$ cat src/rtl/genius_seq_gen.sv
// ============================================================================
// Module   : genius_seq_gen
// Purpose  : Genius game pattern generator. Appends one symbol per round and
//            serves registered indexed reads of the stored sequence.
// Option   : GENIUS_FIXED_SEQ_EN selects a fixed 16-entry demo table as the
//            symbol source instead of the free-running LFSR.
// Revision : 1.0 - initial release
// ============================================================================
`default_nettype none

module genius_seq_gen #(
    parameter int          SYM_W   = 2,
    parameter int          NUM_SYM = 3,
    parameter int          DEPTH   = 16,
    parameter int          IDX_W   = 4,
    parameter logic [15:0] SEED    = 16'hACE1
) (
    input  logic             clk,
    input  logic             reset,
    input  logic             start,
    input  logic             append,
    input  logic             rd_en,
    input  logic [IDX_W-1:0] rd_idx,
    output logic [SYM_W-1:0] rd_data,
    output logic             rd_valid,
    output logic             rd_oob,
    output logic [IDX_W:0]   length,
    output logic             busy,
    output logic             full,
    output logic             overflow
);

    // Truncation to SYM_W gives 0 when NUM_SYM == 2**SYM_W, which still folds correctly.
    localparam logic [SYM_W-1:0] c_num_sym = SYM_W'(NUM_SYM);
    localparam logic [IDX_W:0]   c_depth   = (IDX_W+1)'(DEPTH);
    localparam logic [IDX_W:0]   c_len_one = (IDX_W+1)'(1);

    typedef enum logic [0:0] {
        ST_IDLE = 1'b0,
        ST_GEN  = 1'b1
    } state_t;

    state_t             r_state;
    state_t             w_state_nxt;
    logic               w_clear;
    logic               w_commit;
    logic               w_set_ovf;

    logic [15:0]        r_lfsr;
    logic [IDX_W:0]     r_length;
    logic               r_overflow;
    logic [SYM_W-1:0]   r_mem [DEPTH];
    logic [SYM_W-1:0]   r_rd_data;
    logic               r_rd_valid;
    logic               r_rd_oob;

    logic [SYM_W-1:0]   w_raw;
    logic [SYM_W-1:0]   w_sym;
    logic               w_full;
    logic               w_rd_oob;

    // ------------------------------------------------------------------
    // Free-running LFSR; phase depends on when the player acts
    // ------------------------------------------------------------------
    always_ff @(posedge clk) begin
        if (reset) begin
            r_lfsr <= SEED;
        end else begin
            r_lfsr <= {r_lfsr[14:0], r_lfsr[15] ^ r_lfsr[13] ^ r_lfsr[12] ^ r_lfsr[10]};
        end
    end

    // ------------------------------------------------------------------
    // Symbol source
    // ------------------------------------------------------------------
`ifdef GENIUS_FIXED_SEQ_EN
    logic [3:0] w_tbl_idx;
    logic [1:0] w_tbl_val;

    assign w_tbl_idx = 4'(r_length);

    always_comb begin
        w_tbl_val = 2'd0;
        case (w_tbl_idx)
            4'd0:    w_tbl_val = 2'd2;
            4'd1:    w_tbl_val = 2'd1;
            4'd2:    w_tbl_val = 2'd0;
            4'd3:    w_tbl_val = 2'd1;
            4'd4:    w_tbl_val = 2'd0;
            4'd5:    w_tbl_val = 2'd2;
            4'd6:    w_tbl_val = 2'd0;
            4'd7:    w_tbl_val = 2'd2;
            4'd8:    w_tbl_val = 2'd0;
            4'd9:    w_tbl_val = 2'd1;
            4'd10:   w_tbl_val = 2'd0;
            4'd11:   w_tbl_val = 2'd2;
            4'd12:   w_tbl_val = 2'd0;
            4'd13:   w_tbl_val = 2'd1;
            4'd14:   w_tbl_val = 2'd0;
            4'd15:   w_tbl_val = 2'd1;
            default: w_tbl_val = 2'd0;
        endcase
    end

    assign w_raw = SYM_W'(w_tbl_val);
`else
    assign w_raw = r_lfsr[SYM_W-1:0];
`endif

    // 2**SYM_W <= 2*NUM_SYM, so a single subtraction always lands in range
    assign w_sym = (w_raw >= c_num_sym) ? (w_raw - c_num_sym) : w_raw;

    assign w_full = (r_length == c_depth);

    // ------------------------------------------------------------------
    // Control FSM
    // ------------------------------------------------------------------
    always_ff @(posedge clk) begin
        if (reset) begin
            r_state <= ST_IDLE;
        end else begin
            r_state <= w_state_nxt;
        end
    end

    always_comb begin
        w_state_nxt = r_state;
        w_clear     = 1'b0;
        w_commit    = 1'b0;
        w_set_ovf   = 1'b0;
        case (r_state)
            ST_IDLE: begin
                if (start) begin
                    w_clear     = 1'b1;
                    w_state_nxt = ST_GEN;
                end else if (append) begin
                    if (w_full) begin
                        w_set_ovf = 1'b1;
                    end else begin
                        w_state_nxt = ST_GEN;
                    end
                end
            end
            ST_GEN: begin
                // A restart drops the pending write and generates symbol 0 again
                if (start) begin
                    w_clear = 1'b1;
                end else begin
                    w_commit    = 1'b1;
                    w_state_nxt = ST_IDLE;
                end
            end
            default: begin
                w_state_nxt = ST_IDLE;
            end
        endcase
    end

    always_ff @(posedge clk) begin
        if (reset) begin
            r_length   <= '0;
            r_overflow <= 1'b0;
        end else begin
            if (w_clear) begin
                r_length <= '0;
            end else if (w_commit) begin
                r_length <= r_length + c_len_one;
            end
            if (w_clear) begin
                r_overflow <= 1'b0;
            end else if (w_set_ovf) begin
                r_overflow <= 1'b1;
            end
        end
    end

    // Storage is not cleared; length alone defines which entries are valid
    always_ff @(posedge clk) begin
        if (w_commit && !reset) begin
            r_mem[r_length[IDX_W-1:0]] <= w_sym;
        end
    end

    // ------------------------------------------------------------------
    // Read port (no bypass of a write in flight)
    // ------------------------------------------------------------------
    assign w_rd_oob = ({1'b0, rd_idx} >= r_length);

    always_ff @(posedge clk) begin
        if (reset) begin
            r_rd_data  <= '0;
            r_rd_valid <= 1'b0;
            r_rd_oob   <= 1'b0;
        end else begin
            r_rd_valid <= rd_en;
            r_rd_oob   <= rd_en && w_rd_oob;
            if (rd_en) begin
                r_rd_data <= w_rd_oob ? '0 : r_mem[rd_idx];
            end
        end
    end

    assign rd_data  = r_rd_data;
    assign rd_valid = r_rd_valid;
    assign rd_oob   = r_rd_oob;
    assign length   = r_length;
    assign busy     = (r_state == ST_GEN);
    assign full     = w_full;
    assign overflow = r_overflow;

endmodule

`default_nettype wire

$ cat config.mk
export PLATFORM = sky130hd
export DESIGN_NAME = genius_seq_gen
export DESIGN_NICKNAME = d
export VERILOG_FILES = /design/src/rtl/genius_seq_gen.sv
export SDC_FILE = /design/constraint.sdc
export NUM_CORES = 1
export LEC_CHECK = 0
export ABC_AREA = 1
export BUFFER_PORTS_ARGS = -buffer_cell sky130_fd_sc_hd__buf_4
export CAP_MARGIN = 25
export CORE_ASPECT_RATIO = 0.8
export CORE_UTILIZATION = 50
export CTS_BUF_LIST = sky130_fd_sc_hd__clkbuf_2
export DETAILED_ROUTE_END_ITERATION = 8
export PLACE_DENSITY = 0.72
export SYNTH_ARGS = -nofsm -noshare
export SYNTH_HDL_FRONTEND = slang
export SYNTH_SLANG_ARGS = --single-unit
$ cat constraint.sdc
create_clock -name clk -period 1.72 [get_ports clk]
set_input_delay 0.344 -clock clk [delete_from_list [all_inputs] [get_ports clk]]
set_output_delay 0.344 -clock clk [all_outputs]
set_load 0.02 [all_outputs]
* Yosys cells after proc, flatten, opt, wreduce, memory -nomap -nowiden
Memories as Yosys holds them, arrays and structs flattened.
Index checks and enable logic that the tools add are counted.
** Cells by class
- Reduce and logical (&&, ||, !) cells :: 4
- Magnitude comparators :: 2
- Equal/unequal tests :: 1
- Add/subtract/negate cells :: 2
- Mux-type cells :: 15
- Bitwise logic cells :: 4
** Operators by type and width (count)
- $mux 1 :: 12
- $add 5x1->5 const B :: 1
- $eq 5x5->1 const B :: 1
- $ge 4x5->1 :: 1
- $mux 2 :: 2
- $xor 1x1->1 :: 3
- $ge 2x2->1 const B :: 1
- $logic_and 1x1->1 :: 2
- $pmux 1 s2 :: 1
- $reduce_or 2->1 :: 1
- $sub 2x2->2 const B :: 1
- $logic_not 1->1 :: 1
- $not 1->1 :: 1
** Storage, ports and cells
- Output and inout bits :: 12
- Bits in writable memories :: 32
- Bits of input ports :: 9
- Register bits :: 27
- Memories :: 1
** Memory list
- r_mem :: depth 16, width 2, read ports 1, clocked after Yosys merged registers in 0, wr ports 1, RTL line 52 : logic [SYM_W-1:0] r_mem [DEPTH];

* Longest topological paths before layout
Gate-level depths: netlist of the first run.
- Depth in word-level cells :: 5
- Mapped depth :: 11

* Least setup slack after synthesis of the first run
Ideal clock, no wire load.
- Kind :: flip-flop to flip-flop
- Start :: reg r_length[2], in the netlist length[2]
- End :: reg r_rd_data[1], in the netlist rd_data[1]
- Stages on the path, launching flop included :: 10
- Library setup time :: 0.067 ns
- Data required time :: 1.653 ns
- Setup slack :: 0.142 ns
- Period minus slack after synthesis :: 1.578 ns
- Arrival time :: 1.511 ns
- Cell sequence :: dfxtp_1 -> inv_1 -> ha_1 -> nand2_1 -> nand2_1 -> a21boi_1 -> nand3_1 -> nor2_2 -> nand3_1 -> a21oi_2
** On the way
- Word-level cells in the longest chain between the ends :: 2
** Ends and longest elaborated chain
- start, declared :: RTL line 50 : logic [IDX_W:0] r_length;
- start signal, assigned :: RTL line 167 : r_length <= r_length + c_len_one;
- $ge 4x5->1 :: RTL line 187 : assign w_rd_oob = ({1'b0, rd_idx} >= r_length);
- $mux 2 :: RTL line 198 : r_rd_data <= w_rd_oob ? '0 : r_mem[rd_idx];
- end signal, assigned :: RTL line 198
- end, declared :: RTL line 53 : logic [SYM_W-1:0] r_rd_data;
Every way passes these cells.
A chain may end at the register's enable or synchronous reset.

* Worst setup path after layout of the first run
- Start :: reg r_length[0], in the netlist length[0]
- End :: out full
** On the way
- Word-level cells in the longest chain between the ends :: 1
** Ends and longest elaborated chain
- $eq 5x5->1 :: RTL line 113 : assign w_full = (r_length == c_depth);
- end, declared :: RTL line 29 : output logic full,
Every way passes these cells.

==> results of run 1 <==
==> routing by layer <==
layer | vias up | track usage, % | share of wire (%)
met3 | 8 | 4.86 | 7.5
met2 | 56 | 27.4 | 45
li1 | 923 | - | -
met5 | - | 0 | 0
met4 | 0 | 13.8 | 1.5
met1 | 819 | 28.0 | 46
==> sequential cells by signal, indices dropped and copies added (netlist names) <==
register / cells
r_lfsr: 16
rd_valid: 1
rd_data: 2
busy: 1
r_mem: 32
overflow: 1
length: 5
rd_oob: 1
==> power groups by stage <==
stage | registers [mW] | clock network [mW] | logic, mW
floorplan | 1.59 | 0 | 0.143
global placement | 1.58 | 0 | 0.215
detailed placement | 1.58 | 0 | 0.217
CTS | 1.55 | 0.874 | 0.227
global route | 1.55 | 0.941 | 0.265
finish | 1.54 | 0.845 | 0.236
==> synthesized netlist by cell type <==
library cell	count	area share [%]
nand2_1	52	7.8
buf_12	1	0.80
a21oi_1	6	1.2
nand3_1	28	5.6
nor2_1	37	5.5
a21boi_1	1	0.30
a21oi_2	2	0.70
nand2_2	2	0.50
xor2_1	1	0.35
ha_1	8	4.0
buf_6	2	0.90
xnor2_1	1	0.35
dfxtp_1	27	22
buf_2	1	0.20
nand3_2	2	0.80
edfxtp_1	32	38
a31oi_1	1	0.25
nand2_4	1	0.45
inv_8	1	0.45
nor2_2	1	0.25
nand4_1	2	0.50
o21ai_0	5	1.0
clkbuf_1	2	0.30
inv_1	39	5.8
or2_2	7	1.7
nor3_1	2	0.40
inv_2	1	0.15
==> critical path, delay by kind of cell (launching register included) <==
kind / cells / cell delay, ns
flops: 1 / 0.39
buf+inv: 3 / 0.25
fa+ha+maj: 1 / 0.13
simple gates: 1 / 0.06
==> repair_timing <==
action                                 4_1_cts  5_1_grt
pin swaps                                    1        3
resized for setup                           17        8
gates cloned                                 0        0
endpoints found under the hold margin        0        0
setup endpoints to repair                    1        4
buffers inserted                             3        5
==> worst paths after layout <==
path	endpoint	slack (ns)	depth (start not counted)
worst max-delay path	full	0.07	5
worst min-delay path	rd_oob	0.1	3
worst max register to register	rd_data[1]	0.14	9
worst min register to register	r_lfsr[12]	0.41	2
==> area by class of cell <==
type                            count  area, um^2
Fill cell                         400        1750
Inverter                           41         166
Tap cell                           60        75.1
Multi-Input combinational cell    159         851
Clock buffer                       10        50.0
Sequential cell                    59        1520
Timing Repair Buffer               31         236
Clock inverter                      6        63.8
==> stage by stage <==
| step | area (um^2) | cells |
|---|---|---|
| 2_1_floorplan | 2510 | 265 |
| 3_3_place_gp | 2720 | 344 |
| 3_5_place_dp | 2720 | 344 |
| 4_1_cts | 2890 | 361 |
| 5_1_grt | 2960 | 366 |
| 6_report | 2960 | 366 |
==> kinds of logic after synthesis <==
logic type	share of synthesized area, %
compound gates	3.44
xor+xnor	0.697
fa+ha+maj	3.98
buf+inv	8.62
flops	59.8
simple gates	23.5
==> results.json, run 1 <==
{
  "drv_cap": 0,
  "cp_slowest_cell": "dfxtp_4",
  "pwr-share-comb_pct": 9.0,
  "cts_root_buf": "clkbuf_2",
  "ant_nets": 0,
  "finalSetupTns_ns": 0,
  "max_freq_mhz": 607,
  "antenna_found_initial": 0,
  "drcViolationCount": 0,
  "pwr-share-clk_pct": 32.2,
  "crit_fanout": 3,
  "p_leak_nw": 1.29,
  "cts_buffers": 9,
  "power.internal_mw": 1.96,
  "vias": 1806,
  "syn_area_mm2": 0.00251,
  "hold_slack_ns": 0.0967,
  "core-area_mm2": 0.00471,
  "period_share_pct": 95.8,
  "dp_slack_ns": 0.0671,
  "io_buffer_count": 20,
  "worstHoldStart": "rd_en",
  "drt_first_pass_iters": 4,
  "drv_slew": 0,
  "initial_core_util_pct": 53.4,
  "ys_seq_elements": 59,
  "clk_path_buf_depth": 2,
  "drive_gt1_share_pct": 25.8,
  "switching_share_pct": 25.2,
  "syn_to_final_growth_pct": 17.8,
  "p_per_area_mw_per_mm2": 886,
  "endpoint_kind": "output port",
  "switching_power_mw": 0.663,
  "drt_iter0_markers": 95,
  "grt_max_degree": 22,
  "synth_cell_types": 27,
  "worstSetupStartpoint": "length[0]",
  "min_path_type": "in2reg",
  "fin_nets": 318,
  "setup_violations": 0,
  "arrival_ns": 1.30,
  "status": "finished, final reports clean",
  "hold_viol_final": 0,
  "syn_inst": 265,
  "routabilityCongestion": 0.850,
  "overflow": 0,
  "postSynthAreaPerCell_um2": 9.48,
  "tritoncts": "done",
  "worstMarginPinSlew_ns": 1.02,
  "fp.dieArea_mm2": 0.00531,
  "fin_ws_ns": 0.0729,
  "clk_transition_reported_paths_ns": 0.16,
  "fin_worst_skew_ns": 0.0195,
  "crit-reg2reg-launch": "length[2]",
  "final_cell_mix": "52 x nand2_1, 36 x inv_1, 35 x nor2_1, 32 x edfxtp_1, 30 x buf_4",
  "htreeDepth": 3,
  "grtUsageTotal_pct": 20.1,
  "diodes": 0,
  "yosysWarnings": 0,
  "synth-seq-area-share_pct": 59.8,
  "die_h_um": 65.4,
  "cp_cell_sequence": "inv_4 > ha_4 > nand3_4 > inv_2 > buf_6",
  "fp-row-count": 22,
  "post-dp-hpwl_mm": 3.24,
  "sequentialPowerShare_pct": 58.8,
  "fp.dieW_um": 81.3,
  "crit_required_ns": 1.38,
  "cts.sinks": 59,
  "period_needed_ns": 1.65,
  "grt_pass1_wl_mm": 7.49,
  "wl_per_cell_um": 13.1,
  "startpoint_type": "flop",
  "final_common_cell": "nand2_1",
  "synth_nets": 282,
  "crit_type": "reg2out",
  "vdd_drop_max_uv": 558,
  "via_per_inst": 4.93,
  "grt_pass1_vias": 1578,
  "post-route-util_pct": 62.9,
  "io_pins": 21,
  "clk_latency_ns": 0.47,
  "total_power_mw": 2.62,
  "wl_mm": 4.78,
  "slew_headroom_pct": 31.5,
  "cts_hold_buf": 0,
  "critPathMaxStageDelay_ns": 0.39
}
No activity file was read; power rests on OpenSTA's default activity.
==> run 2: changes to the inputs <==
Settings changed: MAX_ROUTING_LAYER from default to met4, SLEW_MARGIN from default to 20.
==> results.json, run 2 (same netlist as run 1, synthesis figures left out) <==
{
  "overflow": 0,
  "stdcell_count": 369,
  "antenna_found_initial": 0,
  "final_cell_mix": "52 x nand2_1, 36 x nor2_1, 34 x inv_1, 33 x buf_4, 32 x edfxtp_1",
  "syn_to_final_growth_pct": 18.8,
  "cp_slowest_cell": "dfxtp_4",
  "fin_nets": 321,
  "period_share_pct": 95.5,
  "die_h_um": 65.4,
  "vias": 1810,
  "drv_cap": 0,
  "p_per_area_mw_per_mm2": 880,
  "multiInputGateArea_um2": 848,
  "fp-row-count": 22,
  "crit_fanout": 3,
  "routabilityCongestion": 0.863,
  "status": "finished, final reports clean",
  "startpoint_type": "flop",
  "crit_type": "reg2out",
  "cts.sinks": 59,
  "hold_slack_ns": 0.102,
  "diodes": 0,
  "slew_headroom_pct": 31.7,
  "post-route-util_pct": 63.4,
  "grt_pass1_wl_mm": 7.49,
  "ant_nets": 0,
  "dp_slack_ns": 0.0671,
  "grtUsageTotal_pct": 20.7,
  "cts_buffers": 9,
  "vdd_drop_max_uv": 555,
  "final_area_mm2": 0.00298,
  "total_power_mw": 2.63,
  "fp.dieArea_mm2": 0.00531,
  "worstHoldStart": "rd_en",
  "min_to": "rd_oob",
  "clk_transition_reported_paths_ns": 0.16,
  "clk_latency_ns": 0.47,
  "fin_worst_skew_ns": 0.0164,
  "max_freq_mhz": 609,
  "wl_per_cell_um": 12.9,
  "clk_path_buf_depth": 2,
  "initial_core_util_pct": 53.4,
  "grt_max_degree": 22,
  "finalSetupTns_ns": 0,
  "worstMarginPinSlew_ns": 1.02,
  "fp.dieW_um": 81.3,
  "drcViolationCount": 0,
  "drt_first_pass_iters": 4,
  "crit_required_ns": 1.38,
  "cts_root_buf": "clkbuf_2",
  "largest_register_ffs": 32,
  "holdPathStages": 3,
  "worst-r2r-cell-count": 9,
  "fin_ws_ns": 0.0777,
  "register_area_mm2": 0.00152,
  "drive_gt1_share_pct": 26.9,
  "placed_cells": 344,
  "grt_pass1_vias": 1570,
  "fillerInstances": 395,
  "critPathMaxStageDelay_ns": 0.39,
  "htreeDepth": 3,
  "worst-path-buf-inv": 3,
  "min_path_type": "in2reg",
  "endpoint_kind": "output port",
  "worstSetupStartpoint": "length[0]",
  "arrival_ns": 1.30,
  "drt_iter0_markers": 95,
  "tritoncts": "done",
  "hold_viol_final": 0,
  "via_per_inst": 4.91,
  "wl_mm": 4.77,
  "placed_cell_area_mm2": 0.00272,
  "io_pins": 21,
  "crit-reg2reg-launch": "length[2]",
  "period_needed_ns": 1.64,
  "drv_slew": 0,
  "r2r-end": "rd_data[1]",
  "io_buffer_count": 20,
  "post-dp-hpwl_mm": 3.24,
  "final_common_cell": "nand2_1",
  "cts_hold_buf": 0,
  "core-area_mm2": 0.00471,
  "crit_family": "flip-flops",
  "reg2reg_slack_ns": 0.14,
  "p_leak_nw": 1.31,
  "setup_violations": 0,
  "cp_cell_sequence": "inv_4 > ha_4 > nand3_4 > inv_2 > buf_6"
}
-- run 2: changes by cell type in the layout (fill, tap and decap cells not counted) --
cell / previous run / this run
buf_4: 30 / 33
clkinvlp_4: 1 / 2
inv_1: 36 / 34
inv_2: 2 / 3
nor2_1: 35 / 36
nor2_2: 2 / 1
-- run 2: worst reg2reg max path, delay by kind of cell (launching register included) --
family / cells / cell delay, ns
flops: 1 / 0.43
fa+ha+maj: 1 / 0.24
compound gates: 2 / 0.26
buf+inv: 1 / 0.14
simple gates: 5 / 0.45
-- run 2: worst max path at each step --
stage                  endpoint  slack [ns]  depth (start not counted)
global placement    r_mem[0][0]        0.11                          6
finish                     full        0.08                          5
detailed placement  r_mem[1][1]        0.07                          6
CTS                        full       0.005                          5
floorplan            rd_data[1]        0.14                          9
global route               full       -0.02                          5
-- run 2: metal layers --
layer | part of all wire (%) | vias to the layer above | global-route usage (%)
li1 | - | 928 | -
met1 | 48 | 820 | 27.9
met2 | 45 | 53 | 27.6
met3 | 5.1 | 9 | 5.00
met4 | 1.6 | 0 | 13.8
met5 | 0 | - | -
-- run 2: power by group --
group / leakage, nW / switching [mW] / internal (mW)
Sequential: 0.514 / 0.0144 / 1.53
Combinational: 0.719 / 0.147 / 0.0919
Clock: 0.0728 / 0.502 / 0.344
-- run 2: cell type report --
class | count | area share (%)
Clock buffer | 10 | 1.68
Clock inverter | 6 | 2.14
Inverter | 41 | 5.70
Multi-Input combinational cell | 159 | 28.4
Sequential cell | 59 | 50.9
Tap cell | 60 | 2.52
Timing Repair Buffer | 34 | 8.68
-- run 2: repair_timing --
item                       CTS  global route
pin swaps                    1             5
cloned                       0             0
buffers inserted             3             8
resized for setup           17             9
setup endpoints to repair    1             4
